===== src/rtl/elevator_scan_ctrl.sv =====
// SCAN elevator controller: latches floor calls, serves them in sweep order with timed travel and door dwell.
// Outputs are registered or decoded from the registered state.
module elevator_scan_ctrl #(
    parameter int NUM_FLOORS = 10,
    parameter int FLOOR_W    = 4,
    parameter int MOVE_TICKS = 10000000,
    parameter int DOOR_TICKS = 20000000
) (
    input  logic                  clk,
    input  logic                  rst,
    input  logic [NUM_FLOORS-1:0] call_in,
    output logic [FLOOR_W-1:0]    current_floor,
    output logic [NUM_FLOORS-1:0] pending,
    output logic                  dir_up,
    output logic                  moving,
    output logic                  door_open,
    output logic                  idle,
    output logic                  arrive
);

    typedef enum logic [1:0] {IDLE, MOVE_UP, MOVE_DOWN, DOOR_OPEN} state_t;

    localparam logic [31:0]        MOVE_LAST = 32'(MOVE_TICKS - 1);
    localparam logic [31:0]        DOOR_LAST = 32'(DOOR_TICKS - 1);
    localparam logic [FLOOR_W-1:0] TOP_FLOOR = FLOOR_W'(NUM_FLOORS - 1);
    localparam logic [FLOOR_W-1:0] ONE       = FLOOR_W'(1);

    state_t                state;
    logic [31:0]           timer;
    logic [NUM_FLOORS-1:0] floor_onehot, up_onehot, down_onehot;
    logic [NUM_FLOORS-1:0] clear, call_keep;
    logic                  any_above, any_below, here_req, serve_up, serve_down;
    logic                  choose_up, choose_down, move_done, door_done, restart;

    always_comb begin
        any_above = 1'b0;
        any_below = 1'b0;
        for (int i = 0; i < NUM_FLOORS; i++) begin
            floor_onehot[i] = (FLOOR_W'(i) == current_floor);
            if (pending[i] && FLOOR_W'(i) > current_floor) any_above = 1'b1;
            if (pending[i] && FLOOR_W'(i) < current_floor) any_below = 1'b1;
        end
        up_onehot   = floor_onehot << 1;
        down_onehot = floor_onehot >> 1;
        here_req    = |(pending & floor_onehot);
        serve_up    = |(pending & up_onehot);
        serve_down  = |(pending & down_onehot);
        move_done   = (timer == MOVE_LAST);
        door_done   = (timer == DOOR_LAST);
        restart     = (state == DOOR_OPEN) && (|(call_in & floor_onehot));

        // Keep sweeping the current way while anything is ahead, otherwise reverse.
        if (dir_up) begin
            choose_up   = any_above;
            choose_down = !any_above && any_below;
        end else begin
            choose_down = any_below;
            choose_up   = !any_below && any_above;
        end

        call_keep = call_in;
        if (state == DOOR_OPEN) call_keep = call_in & ~floor_onehot;

        clear = '0;
        case (state)
            IDLE:      if (here_req) clear = floor_onehot;
            MOVE_UP:   if (current_floor != TOP_FLOOR && move_done && serve_up) clear = up_onehot;
            MOVE_DOWN: if (current_floor != '0 && move_done && serve_down) clear = down_onehot;
            default:   clear = '0;
        endcase
    end

    always_ff @(posedge clk) begin
        if (rst) begin
            state         <= IDLE;
            timer         <= '0;
            current_floor <= '0;
            pending       <= '0;
            dir_up        <= 1'b1;
            arrive        <= 1'b0;
        end else begin
            arrive  <= 1'b0;
            timer   <= timer + 32'd1;
            pending <= (pending | call_keep) & ~clear;
            case (state)
                IDLE: begin
                    timer <= '0;
                    if (here_req) begin
                        state <= DOOR_OPEN;
                    end else if (choose_up) begin
                        state  <= MOVE_UP;
                        dir_up <= 1'b1;
                    end else if (choose_down) begin
                        state  <= MOVE_DOWN;
                        dir_up <= 1'b0;
                    end
                end
                MOVE_UP: begin
                    if (current_floor == TOP_FLOOR) begin
                        state <= IDLE;
                        timer <= '0;
                    end else if (move_done) begin
                        current_floor <= current_floor + ONE;
                        arrive        <= 1'b1;
                        timer         <= '0;
                        if (serve_up) state <= DOOR_OPEN;
                    end
                end
                MOVE_DOWN: begin
                    if (current_floor == '0) begin
                        state <= IDLE;
                        timer <= '0;
                    end else if (move_done) begin
                        current_floor <= current_floor - ONE;
                        arrive        <= 1'b1;
                        timer         <= '0;
                        if (serve_down) state <= DOOR_OPEN;
                    end
                end
                DOOR_OPEN: begin
                    // A call for this floor while the door is open holds it open longer.
                    if (restart) begin
                        timer <= '0;
                    end else if (door_done) begin
                        timer <= '0;
                        if (choose_up) begin
                            state  <= MOVE_UP;
                            dir_up <= 1'b1;
                        end else if (choose_down) begin
                            state  <= MOVE_DOWN;
                            dir_up <= 1'b0;
                        end else begin
                            state <= IDLE;
                        end
                    end
                end
                default: state <= IDLE;
            endcase
        end
    end

    assign moving    = (state == MOVE_UP) || (state == MOVE_DOWN);
    assign door_open = (state == DOOR_OPEN);
    assign idle      = (state == IDLE);

endmodule


===== config.mk =====
export PLATFORM = sky130hd
export DESIGN_NAME = elevator_scan_ctrl
export DESIGN_NICKNAME = d
export VERILOG_FILES = /design/src/rtl/elevator_scan_ctrl.sv
export SDC_FILE = /design/constraint.sdc
export NUM_CORES = 1
export LEC_CHECK = 0
export CAP_MARGIN = 20
export CORE_MARGIN = 5
export CORE_UTILIZATION = 40
export DETAILED_ROUTE_END_ITERATION = 10
export SYNTH_ARGS = -nofsm -noshare
export SYNTH_HDL_FRONTEND = slang
export SYNTH_SLANG_ARGS = --single-unit

===== constraint.sdc =====
create_clock -name clk -period 7.9 [get_ports clk]
set_input_delay 2.37 -clock clk [delete_from_list [all_inputs] [get_ports clk]]
set_output_delay 2.37 -clock clk [all_outputs]
set_load 0.02 [all_outputs]

Word-level counts from Yosys, hierarchy flattened
Cells that the tools add are included.
- register bits after elaboration: 50
- bits of input ports: 12
- output and inout bits: 19
- add/subtract/negate cells: 3
- order comparisons: 20
- eq/ne operators: 28
- mux-type cells: 62
- bitwise gates (word level): 9
- reductions and logical operators: 42
- operators by type and width (kind ; number):
    2-to-1 mux 32 bit ; 5
    one-hot mux 32 bit (4 select lines) ; 1
    bitwise AND 10 bit ; 5
    OR reduction 10 bit ; 4
    adder 32 x 1 -> 32 bit (second input constant) ; 1
    equality test 32 x 24 -> 1 bit (second input constant) ; 1
    equality test 32 x 25 -> 1 bit (second input constant) ; 1
    2-to-1 mux 1 bit ; 30
    2-to-1 mux 10 bit ; 3
    one-hot mux 10 bit (3 select lines) ; 1
    logical AND 1 bit ; 27
    2-to-1 mux 2 bit ; 13
    inverter 10 bit ; 2
    equality test 3 x 4 -> 1 bit (first input constant) ; 4
    greater-than comparator 3 x 4 -> 1 bit (first input constant) ; 4
    < comparator 3 x 4 -> 1 bit (first input constant) ; 4
    2-to-1 mux 4 bit ; 4
    inequality test 2 bit (second input constant) ; 6
    inequality test 3 bit (second input constant) ; 4
    bitwise AND 10 x 9 -> 10 bit ; 1
    OR 10 bit ; 1
    2-to-1 mux 9 bit ; 1
    equality test 2 x 4 -> 1 bit (first input constant) ; 2
    equality test 4 bit (first input constant) ; 2
    other kinds (27) ; 37

Logic depth before layout (Yosys ltp)
Gate-level depths: netlist of the first run.
- word-level depth: 20
- depth in mapped cells: 12

Worst setup path before layout of the first run
No wires, ideal clock.
- path type: in2reg
- from: input call_in[2]
- to: register timer[31]
- arrival time: 3.911 ns
- data required time: 7.838 ns
- slack: 3.927 ns
- stages: 8
- path buffers: 1
- cells stage by stage: a221oi_1 -> a211oi_1 -> a311oi_2 -> nand2_1 -> or3_1 -> a211o_1 -> buf_6 -> nor2_2
- cells in the longest elaborated chain, start to end: 5
- ends and longest elaborated chain (element ; RTL line ; source):
    start: declaration ; 11 ; input logic [NUM_FLOORS-1:0] call_in,
    bitwise AND 10 bit ; 50 ; restart = (state == DOOR_OPEN) && (|(call_in & floor_onehot));
    OR reduction 10 bit ; 50 ;
    logical AND 1 bit ; 50 ;
    2-to-1 mux 32 bit ; 122 ; if (restart) begin
    one-hot mux 32 bit (4 select lines) ; 85 ; case (state)
    end signal: assignment ; 83 ; timer <= timer + 32'd1;
    end: declaration ; 29 ; logic [31:0] timer;
Every way passes these cells.
A chain may end at the register's enable or synchronous reset.

Worst setup path in the final report of the first run
- from: input call_in[3]
- to: register timer[11]
Same word-level chain as after synthesis.

==> results of run 1 <==
-- flip-flops by register name (all words and copies together) (netlist names) --
register	flops
arrive	1
current_floor	4
dir_up	1
pending	10
state	2
timer	32
-- final cells by class --
class,count,area [um2],share of cell area [%]
Tap cell,105,131,3.43
Clock inverter,3,68.8,1.80
Sequential cell,50,1000,26.1
Timing Repair Buffer,34,350,9.14
Clock buffer,5,68.8,1.80
Inverter,15,56.3,1.47
Multi-Input combinational cell,334,2160,56.3
-- synthesized netlist by cell type (3+ instances only) --
master / n / share of area, %
inv_1: 15 / 1.7
mux2_2: 3 / 1.0
a211o_1: 4 / 1.0
or4_1: 4 / 0.89
nor4_1: 5 / 0.93
and2_1: 5 / 0.93
a32o_1: 3 / 0.89
nor3_1: 11 / 1.6
nor4b_1: 3 / 0.78
nand3_1: 18 / 2.7
mux2i_1: 3 / 0.89
ha_1: 12 / 4.5
a22oi_1: 7 / 1.6
nand4_1: 8 / 1.5
nor2_1: 49 / 5.5
buf_6: 4 / 1.3
and3_1: 6 / 1.1
a32oi_1: 3 / 0.78
buf_2: 8 / 1.2
a221oi_1: 4 / 1.0
xor2_1: 14 / 3.6
a21oi_1: 26 / 3.9
a311oi_1: 3 / 0.78
nand2_1: 43 / 4.8
o21ai_0: 10 / 1.5
a31oi_1: 4 / 0.74
or3_1: 5 / 0.93
clkbuf_1: 11 / 1.2
dfxtp_1: 50 / 30
xnor2_1: 18 / 4.7
a22o_1: 6 / 1.6
nor2b_1: 6 / 1.1
a211oi_1: 7 / 1.6
nor2_2: 10 / 1.9
-- cells in the final DEF, fill, tap and decap left out, types with 5 or more instances in the layout --
master and n:
nand4_1 8, and3_1 6, clkbuf_8 5, a22o_1 6, clkdlybuf4s50_1 30, nor2_1 49, or3_1 5, inv_1 15
ha_1 12, a211oi_1 7, dfxtp_1 50, a21oi_1 26, nor2b_1 6, nor4_1 5, o21ai_0 10, nand3_1 18
xnor2_1 18, nand2_1 43, xor2_1 14, and2_1 5, a22oi_1 7, nor2_2 10, nor3_1 11
-- how the worst max path moves through the flow --
| stage | startpoint | to | slack [ps] | cells past startpoint |
|---|---|---|---|---|
| finish | call_in[3] | timer[11] | 3450 | 9 |
| global route | call_in[3] | timer[21] | 3360 | 9 |
| CTS | call_in[2] | timer[3] | 3240 | 8 |
| detailed placement | call_in[3] | timer[27] | 2900 | 8 |
| global placement | call_in[2] | timer[29] | 3000 | 8 |
| floorplan | call_in[2] | timer[31] | 3930 | 8 |
-- cell families (layout without fill, tap and decap cells) --
family	after synthesis	in the layout	synth area share (%)
AND/OR/NAND/NOR	189	189	28.9
AO/OA/AOI/OAI	95	95	20.6
flip-flops	50	50	29.8
buffers and inverters	42	57	6.03
XOR/XNOR	32	32	8.34
adder cells (fa/ha/maj)	12	12	4.47
multiplexers	6	6	1.90
-- power breakdown --
group	leakage [uW]	total, uW	switching [uW]	internal, uW
clock	0.0000683	220	92.9	127
combinational	0.000762	205	117	88.0
sequential	0.000407	281	18.3	262
-- per-layer routing --
layer	global-route usage [%]	share of wire (%)
met2	27.5	44
met5	0	0
met1	26.1	48
met3	2.96	6.5
met4	6.44	1.9
-- stage by stage --
| stage | std cells | utilization [%] | hold WS (ps) |
|---|---|---|---|
| floorplan | 426 | - | 451 |
| global placement | 537 | 44.6 | 475 |
| detailed placement | 537 | 44.6 | 477 |
| CTS | 545 | 46.3 | 502 |
| global route | 546 | 46.7 | 513 |
| finish | 546 | 46.7 | 498 |
-- critical path, stage by stage --
cell	delay, ps
clkdlybuf4s50_1	420
a221oi_1	280
a211oi_1	110
a311oi_2	300
nand2_1	90
or3_1	370
a211o_1	400
buf_16	230
nor2_1	110
==> results_dict.tcl, run 1 <==
set metrics [dict create \
    postCtsHoldBufs 0 \
    synth_cell_types 60 \
    cts_tree "yes" \
    port-buffer-count 30 \
    synth_edf_count 0 \
    r2r-end "pending[2]" \
    yosys_most_used_dff "dfxtp_1" \
    yosys_warnings 0 \
    wirelength_um 9100 \
    first_global_vias 2903 \
    antenna_cells 0 \
    cts_resized 0 \
    hold_violations 0 \
    leakage_uw 0.00124 \
    routedWlPerCell_um 16.7 \
    required_ps 8150 \
    first_pass_iters 5 \
    drc 0 \
    die_area_um2 10300 \
    worstSetupEndpointType "flop" \
    fin_skew_ps 10.2 \
    antenna_left 0 \
    cp-start-kind "primary input" \
    drive_gt1_share_pct 7.26 \
    grt_start_max_net_pins 32 \
    ir_drop_mv 0.180 \
    core_um2 8220 \
    antenna_found_initial 0 \
    die_x_um 102 \
    yosysSeqAreaShare_pct 29.8 \
    avgViaCountPerCell 5.79 \
    clock_latency_ps 310 \
    min_to "timer[0]" \
    cts.sinks 50 \
    gp_congestion 0.884 \
    crit_arrival_ps 4700 \
    relSlewSlack_pct 31.7 \
    reg2regPathDepth 9 \
    vias 3164 \
    grt_usage_pct 18.2 \
    min_path_cells 1 \
    drt_iter0_markers 206 \
    grt_overflow 0 \
    row_count 33 \
    cts-buffers-inserted 5 \
    finalWorstSetupSlack_ps 3450 \
    fmax_mhz 225 \
    synth_fp_nets 450 \
    htree_num_levels 2 \
    worstHoldPathType "reg2reg" \
    min_period_ps 4450 \
    finalPower_uw 706 \
    async_reset_ff_share_pct 0 \
    start_util_pct 40.9 \
    post_synth.cell_area_avg_um2 7.89 \
    cts_setup_buffers 0 \
    nets 464 \
    num_io_pins 31 \
    reg2reg_from "current_floor[1]" \
    dp.final_hpwl_um 6430 \
    synthCells 426 \
    ys_ff_latch 50 \
    synthesis.area_um2 3360 \
    hp-start "timer[0]" \
    dp_slack_ps 2900 \
    setup_tns_ps 0 \
    die_h_um 102 \
    setup_viol 0 \
    grt_pass1_wl_um 15100 \
    status "completed" \
    fin_crit_sh_pct 56.3 \
    clock_path_buffers 2 \
    final_area_um2 3830 \
    crit_type "in2reg" \
    r2r_setup_slack_ps 4420 \
    drv_cap 0 \
    fill_cells 832 \
    syn2layout_area_growth_pct 14.1 \
    rsz0062_at_grt "no" \
    finalMaxSlewViolations 0 \
    cts_root_buf "clkbuf_8" \
    cp_max_fo 26 \
    power.density_nw_per_um2 184 \
    worst_pin_slew_ps 1010 \
    placed_area_um2 3670 \
    path_clk_slew_ps 100 \
]
Power figures use the tool's default switching activity.
==> inputs of run 2 (changes only) <==
- clock period: 7.9 -> 4.1 ns (I/O delays scaled with it)
==> run 2 against run 1 <==
  * Combinational power grew 88%
  * Via count up 0.54%
  * Clock skew is 4.0 ps higher
  * Clock power rose by 71%
  * Non-clock buffer count rose by 7
  * Clock-buffer cell count stayed put
  * Register-to-register slack worse by 3600 ps
  * Routed wire length grew 2.5%
  * Core utilization grew 0.15 points
  * Setup slack got worse by 2600 ps
  * Die area is the same
  * Sequential share of layout area shrank 0.085 points
==> results_dict.tcl, run 2 (synthesized netlist as in run 1, its figures left out) <==
set metrics [dict create \
    fin_skew_ps 14.3 \
    r2r-end "timer[3]" \
    first_pass_iters 5 \
    gp_congestion 0.896 \
    biggestRegsByFlops "timer (32), pending (10), current_floor (4)" \
    crit_type "reg2reg" \
    grt_pass1_wl_um 15400 \
    finalPower_uw 1300 \
    htree_num_levels 2 \
    core_um2 8220 \
    worst_pin_slew_ps 855 \
    grt_usage_pct 18.7 \
    drive_gt1_share_pct 8.71 \
    hold-worst-slack_ps 495 \
    cp-start-kind "flop" \
    postCtsHoldBufs 0 \
    num_io_pins 31 \
    die_h_um 102 \
    dp.final_hpwl_um 6650 \
    die_area_um2 10300 \
    crit_arrival_ps 3540 \
    hold_violations 0 \
    wirelength_um 9330 \
    row_count 33 \
    cts.sinks 50 \
    drt_iter0_markers 261 \
    ir_drop_mv 0.228 \
    start_util_pct 40.9 \
    final_common_cell "dfxtp_1" \
    min_period_ps 3300 \
    leakage_uw 0.00125 \
    antenna_cells 0 \
    cts_root_buf "clkbuf_8" \
    avgViaCountPerCell 5.75 \
    vias 3181 \
    fmax_mhz 303 \
    cts_tree "yes" \
    grt_start_max_net_pins 32 \
    syn2layout_area_growth_pct 14.4 \
    mostFrequentLayoutCells "dfxtp_1, nor2_1, nand2_1" \
    r2r_setup_slack_ps 800 \
    cts_resized 0 \
    cp_max_fo 31 \
    status "completed" \
    crit_slowest_cell "dfxtp_1" \
    critical_path_buf_inv_count 3 \
    power.density_nw_per_um2 339 \
    drc 0 \
    hp-start "timer[0]" \
    dpl.cell_count 545 \
    path_clk_slew_ps 110 \
    nets 471 \
    setup_viol 0 \
    rsz0062_at_grt "no" \
    largest-register "timer" \
    finalMaxSlewViolations 0 \
    min_path_cells 1 \
    cts-buffers-inserted 5 \
    die_x_um 102 \
    required_ps 4350 \
    cp_top_family "compound AO/OA/AOI/OAI gates" \
    antenna_left 0 \
    drv_cap 0 \
    grt_overflow 0 \
    setup_tns_ps 0 \
    port-buffer-count 30 \
    max_stage_delay_ps 650 \
    largest_register_ff_count 32 \
    first_global_vias 2918 \
    clock_path_buffers 2 \
    reg2reg_from "current_floor[0]" \
    relSlewSlack_pct 42.8 \
    worstHoldPathType "reg2reg" \
    instances_no_fill 553 \
    cts_setup_buffers 0 \
    cp_common_cell "buf_4" \
    min_to "timer[0]" \
    antenna_found_initial 0 \
    fin_crit_sh_pct 80.4 \
    routedWlPerCell_um 16.9 \
    worstSetupEndpointType "flop" \
    clock_latency_ps 320 \
    reg2regPathDepth 11 \
    path_cells "inv_1 -> ha_1 -> buf_4 -> a221oi_1 -> a211oi_1 -> a311oi_2 -> nand2_1 -> or3_1 -> a211o_1 -> buf_4 -> nor2_1" \
]
[run 2: changes by cell type in the layout (fill, tap and decap cells not counted)]
| cell | previous run | this run |
|---|---|---|
| buf_4 | 3 | 11 |
| buf_16 | 1 | 0 |
| bufinv_16 | 2 | 1 |
| clkinv_4 | 1 | 0 |
| clkinvlp_4 | 0 | 1 |
| inv_8 | 0 | 1 |
[run 2: how the worst max path moves through the flow]
stage                startpoint         to  slack (ps)  depth (start not counted)
2_1_floorplan        call_in[2]  timer[31]        1270                          8
3_3_place_gp         call_in[2]  timer[12]         600                          9
3_5_place_dp         call_in[3]  timer[13]         530                          9
4_1_cts                state[0]  door_open         840                          2
5_1_grt        current_floor[0]   timer[4]         610                         11
6_report       current_floor[0]   timer[3]         800                         11
[run 2: per-stage QoR]
step / utilization (%) / worst slack, ps / cell area (um2)
floorplan: - / 1270 / 3360
global placement: 45.4 / 598 / 3730
detailed placement: 45.4 / 525 / 3730
CTS: 46.8 / 835 / 3850
global route: 46.8 / 612 / 3850
finish: 46.8 / 804 / 3850
[run 2: cell type report]
cell class                 instances  area, um2
inverter                          15       56.3
timing repair buffer              41        383
clock buffer                       5       68.8
clock inverter                     3       48.8
sequential                        50       1000
multi-input combinational        334       2160
fill                             832       4370
tap                              105        131
[run 2: routing by layer]
metal  vias up  GRT usage, %  wire length, um
met5         -             0                0
met4         0          4.60               97
met3         8          2.55              645
met2       124          29.4             4200
met1      1474          26.8             4390
li1       1575             -                -
[run 2: report_power, final]
part	internal (uW)	switching, uW	leakage, uW
logic	163	221	0.000787
clock network	186	190	0.0000563
registers	506	36.7	0.000407
total	855	448	0.00125
==> inputs of run 3 (changes only) <==
- clock period: 4.1 -> 3.3 ns (I/O delays scaled with it)
==> run 3 against run 2 <==
  * Final area grew 1.2%
  * Non-clock buffer count grew 9
  * Sequential share of layout area shrank 0.30 points
  * Largest cell class unchanged
  * Fmax grew 9.8%
  * Highest routed layer unchanged
  * Clock-buffer cell count is the same
  * Final cell count grew 1.4%
  * Hold slack gained 10 ps
  * Combinational power grew 26%
  * Sequential cell count is the same
  * Via count grew 0.66%
  * Core utilization grew 0.55 points
  * Largest power group unchanged
  * Clock power shrank 5.9%
==> results_dict.tcl, run 3 (synthesized netlist as in run 1, its figures left out) <==
set metrics [dict create \
    first_pass_iters 5 \
    num_io_pins 31 \
    antenna_left 0 \
    setup_viol 0 \
    grt_usage_pct 18.3 \
    setup_tns_ps 0 \
    placed_area_um2 3810 \
    cp_max_fo 17 \
    fmax_mhz 333 \
    rsz0062_at_grt "no" \
    drc 0 \
    mostFrequentLayoutCells "dfxtp_1, nor2_1, nand2_1" \
    port-buffer-count 30 \
    top_layer "met4" \
    regArea_um2 1000 \
    fin_skew_ps 5.23 \
    hold_violations 0 \
    wl_met2_um 4080 \
    drive_gt1_share_pct 10.3 \
    largest-register "timer" \
    leakage_uw 0.00129 \
    worst_pin_slew_ps 838 \
    internal_power_uw 987 \
    wl_met1_um 4290 \
    cts_resized 0 \
    required_ps 3500 \
    power.density_nw_per_um2 388 \
    first_global_vias 2982 \
    htree_num_levels 2 \
    dp_slack_ps 81.3 \
    clock_latency_ps 300 \
    antenna_cells 0 \
    worstSetupEndpointType "flop" \
    cts_root_buf "clkbuf_8" \
    multi_input_area_um2 2160 \
    row_count 33 \
    final_common_cell "dfxtp_1" \
    dp.final_hpwl_um 6760 \
    worstHoldPathType "reg2reg" \
    finalMaxSlewViolations 0 \
    finalWorstSetupSlack_ps 298 \
    status "completed" \
    clock_path_buffers 2 \
    ir_drop_mv 0.349 \
    netSwitchingPower_uw 525 \
    route.met3.wl_um 686 \
    combPwrFrac_pct 32.1 \
    cp-start-kind "flop" \
    grt_start_max_net_pins 32 \
    postCtsHoldBufs 0 \
    p_clk_share_pct 23.4 \
    min_period_ps 3000 \
    seqPwrFrac_pct 44.5 \
    fin_crit_sh_pct 91.0 \
    path_clk_slew_ps 90 \
    grt_overflow 0 \
    wirelength_um 9160 \
    cts-buffers-inserted 5 \
    cts.sinks 50 \
    core_um2 8220 \
    final_area_um2 3890 \
    crit_type "reg2reg" \
    relSlewSlack_pct 44.0 \
    cts_tree "yes" \
    grt_pass1_wl_um 15100 \
    syn2layout_area_growth_pct 15.8 \
    largest_register_ff_count 32 \
    cts_setup_buffers 0 \
    routedWlPerCell_um 16.3 \
    gp_congestion 0.881 \
    sw_frac_of_total_pct 34.7 \
    drt_iter0_markers 191 \
    biggestRegsByFlops "timer (32), pending (10), current_floor (4)" \
    avgViaCountPerCell 5.71 \
    nets 480 \
    crit_arrival_ps 3200 \
    drv_cap 0 \
    start_util_pct 40.9 \
    die_area_um2 10300 \
    fill_cells 826 \
    vias 3202 \
    die_h_um 102 \
    die_x_um 102 \
    antenna_found_initial 0 \
]
run 3: cell types whose count changed in the layout (fill, tap and decap cells not counted):
cell | previous run | this run
buf_4 | 11 | 19
buf_12 | 0 | 1
clkinvlp_4 | 1 | 0
inv_6 | 0 | 1
inv_8 | 1 | 0
bufinv_16 | 1 | 0
clkinv_2 | 0 | 1
run 3: critical path, cell delays in order (launching register included):
cell	delay, ps
dfxtp_1	670
buf_4	250
nor2b_4	290
a22o_1	220
a2111oi_2	80
buf_4	160
nor2b_1	650
and3_1	250
a31oi_1	50
o31a_1	260
run 3: worst paths after layout:
path / from / to / slack (ps) / depth (start not counted)
max: current_floor[2] / pending[4] / 300 / 9
min: timer[0] / timer[0] / 510 / 1
max reg2reg: current_floor[2] / pending[4] / 300 / 9
min reg2reg: timer[0] / timer[0] / 510 / 1
run 3: layout make-up:
type / count / share of cell area [%]
multi-input combinational: 334 / 55.4
clock buffer: 5 / 1.77
inverter: 15 / 1.45
sequential: 50 / 25.7
timing repair buffer: 50 / 11.9
tap: 105 / 3.38
clock inverter: 2 / 0.354
run 3: metal layers:
layer / GRT usage (%) / vias to the layer above
met5: 0 / -
met4: 5.32 / 0
met3: 3.03 / 12
met2: 28.6 / 124
met1: 25.8 / 1479
li1: - / 1587
run 3: power by group through the flow:
stage                     sequential, uW  clock, uW  combinational, uW
after global placement               687          0                481
after floorplan                      682          0                334
after detailed placement             687          0                481
after global routing                 677        397                534
final                                673        354                485
after CTS                            672        368                485
run 3: through the flow:
step	power [uW]	hold slack (ps)	instances	utilization, %
6_report	1510	505	561	47.4
3_5_place_dp	1170	479	554	46.4
3_3_place_gp	1170	477	554	46.4
2_1_floorplan	1020	451	426	-
4_1_cts	1520	502	561	47.4
5_1_grt	1610	520	561	47.4
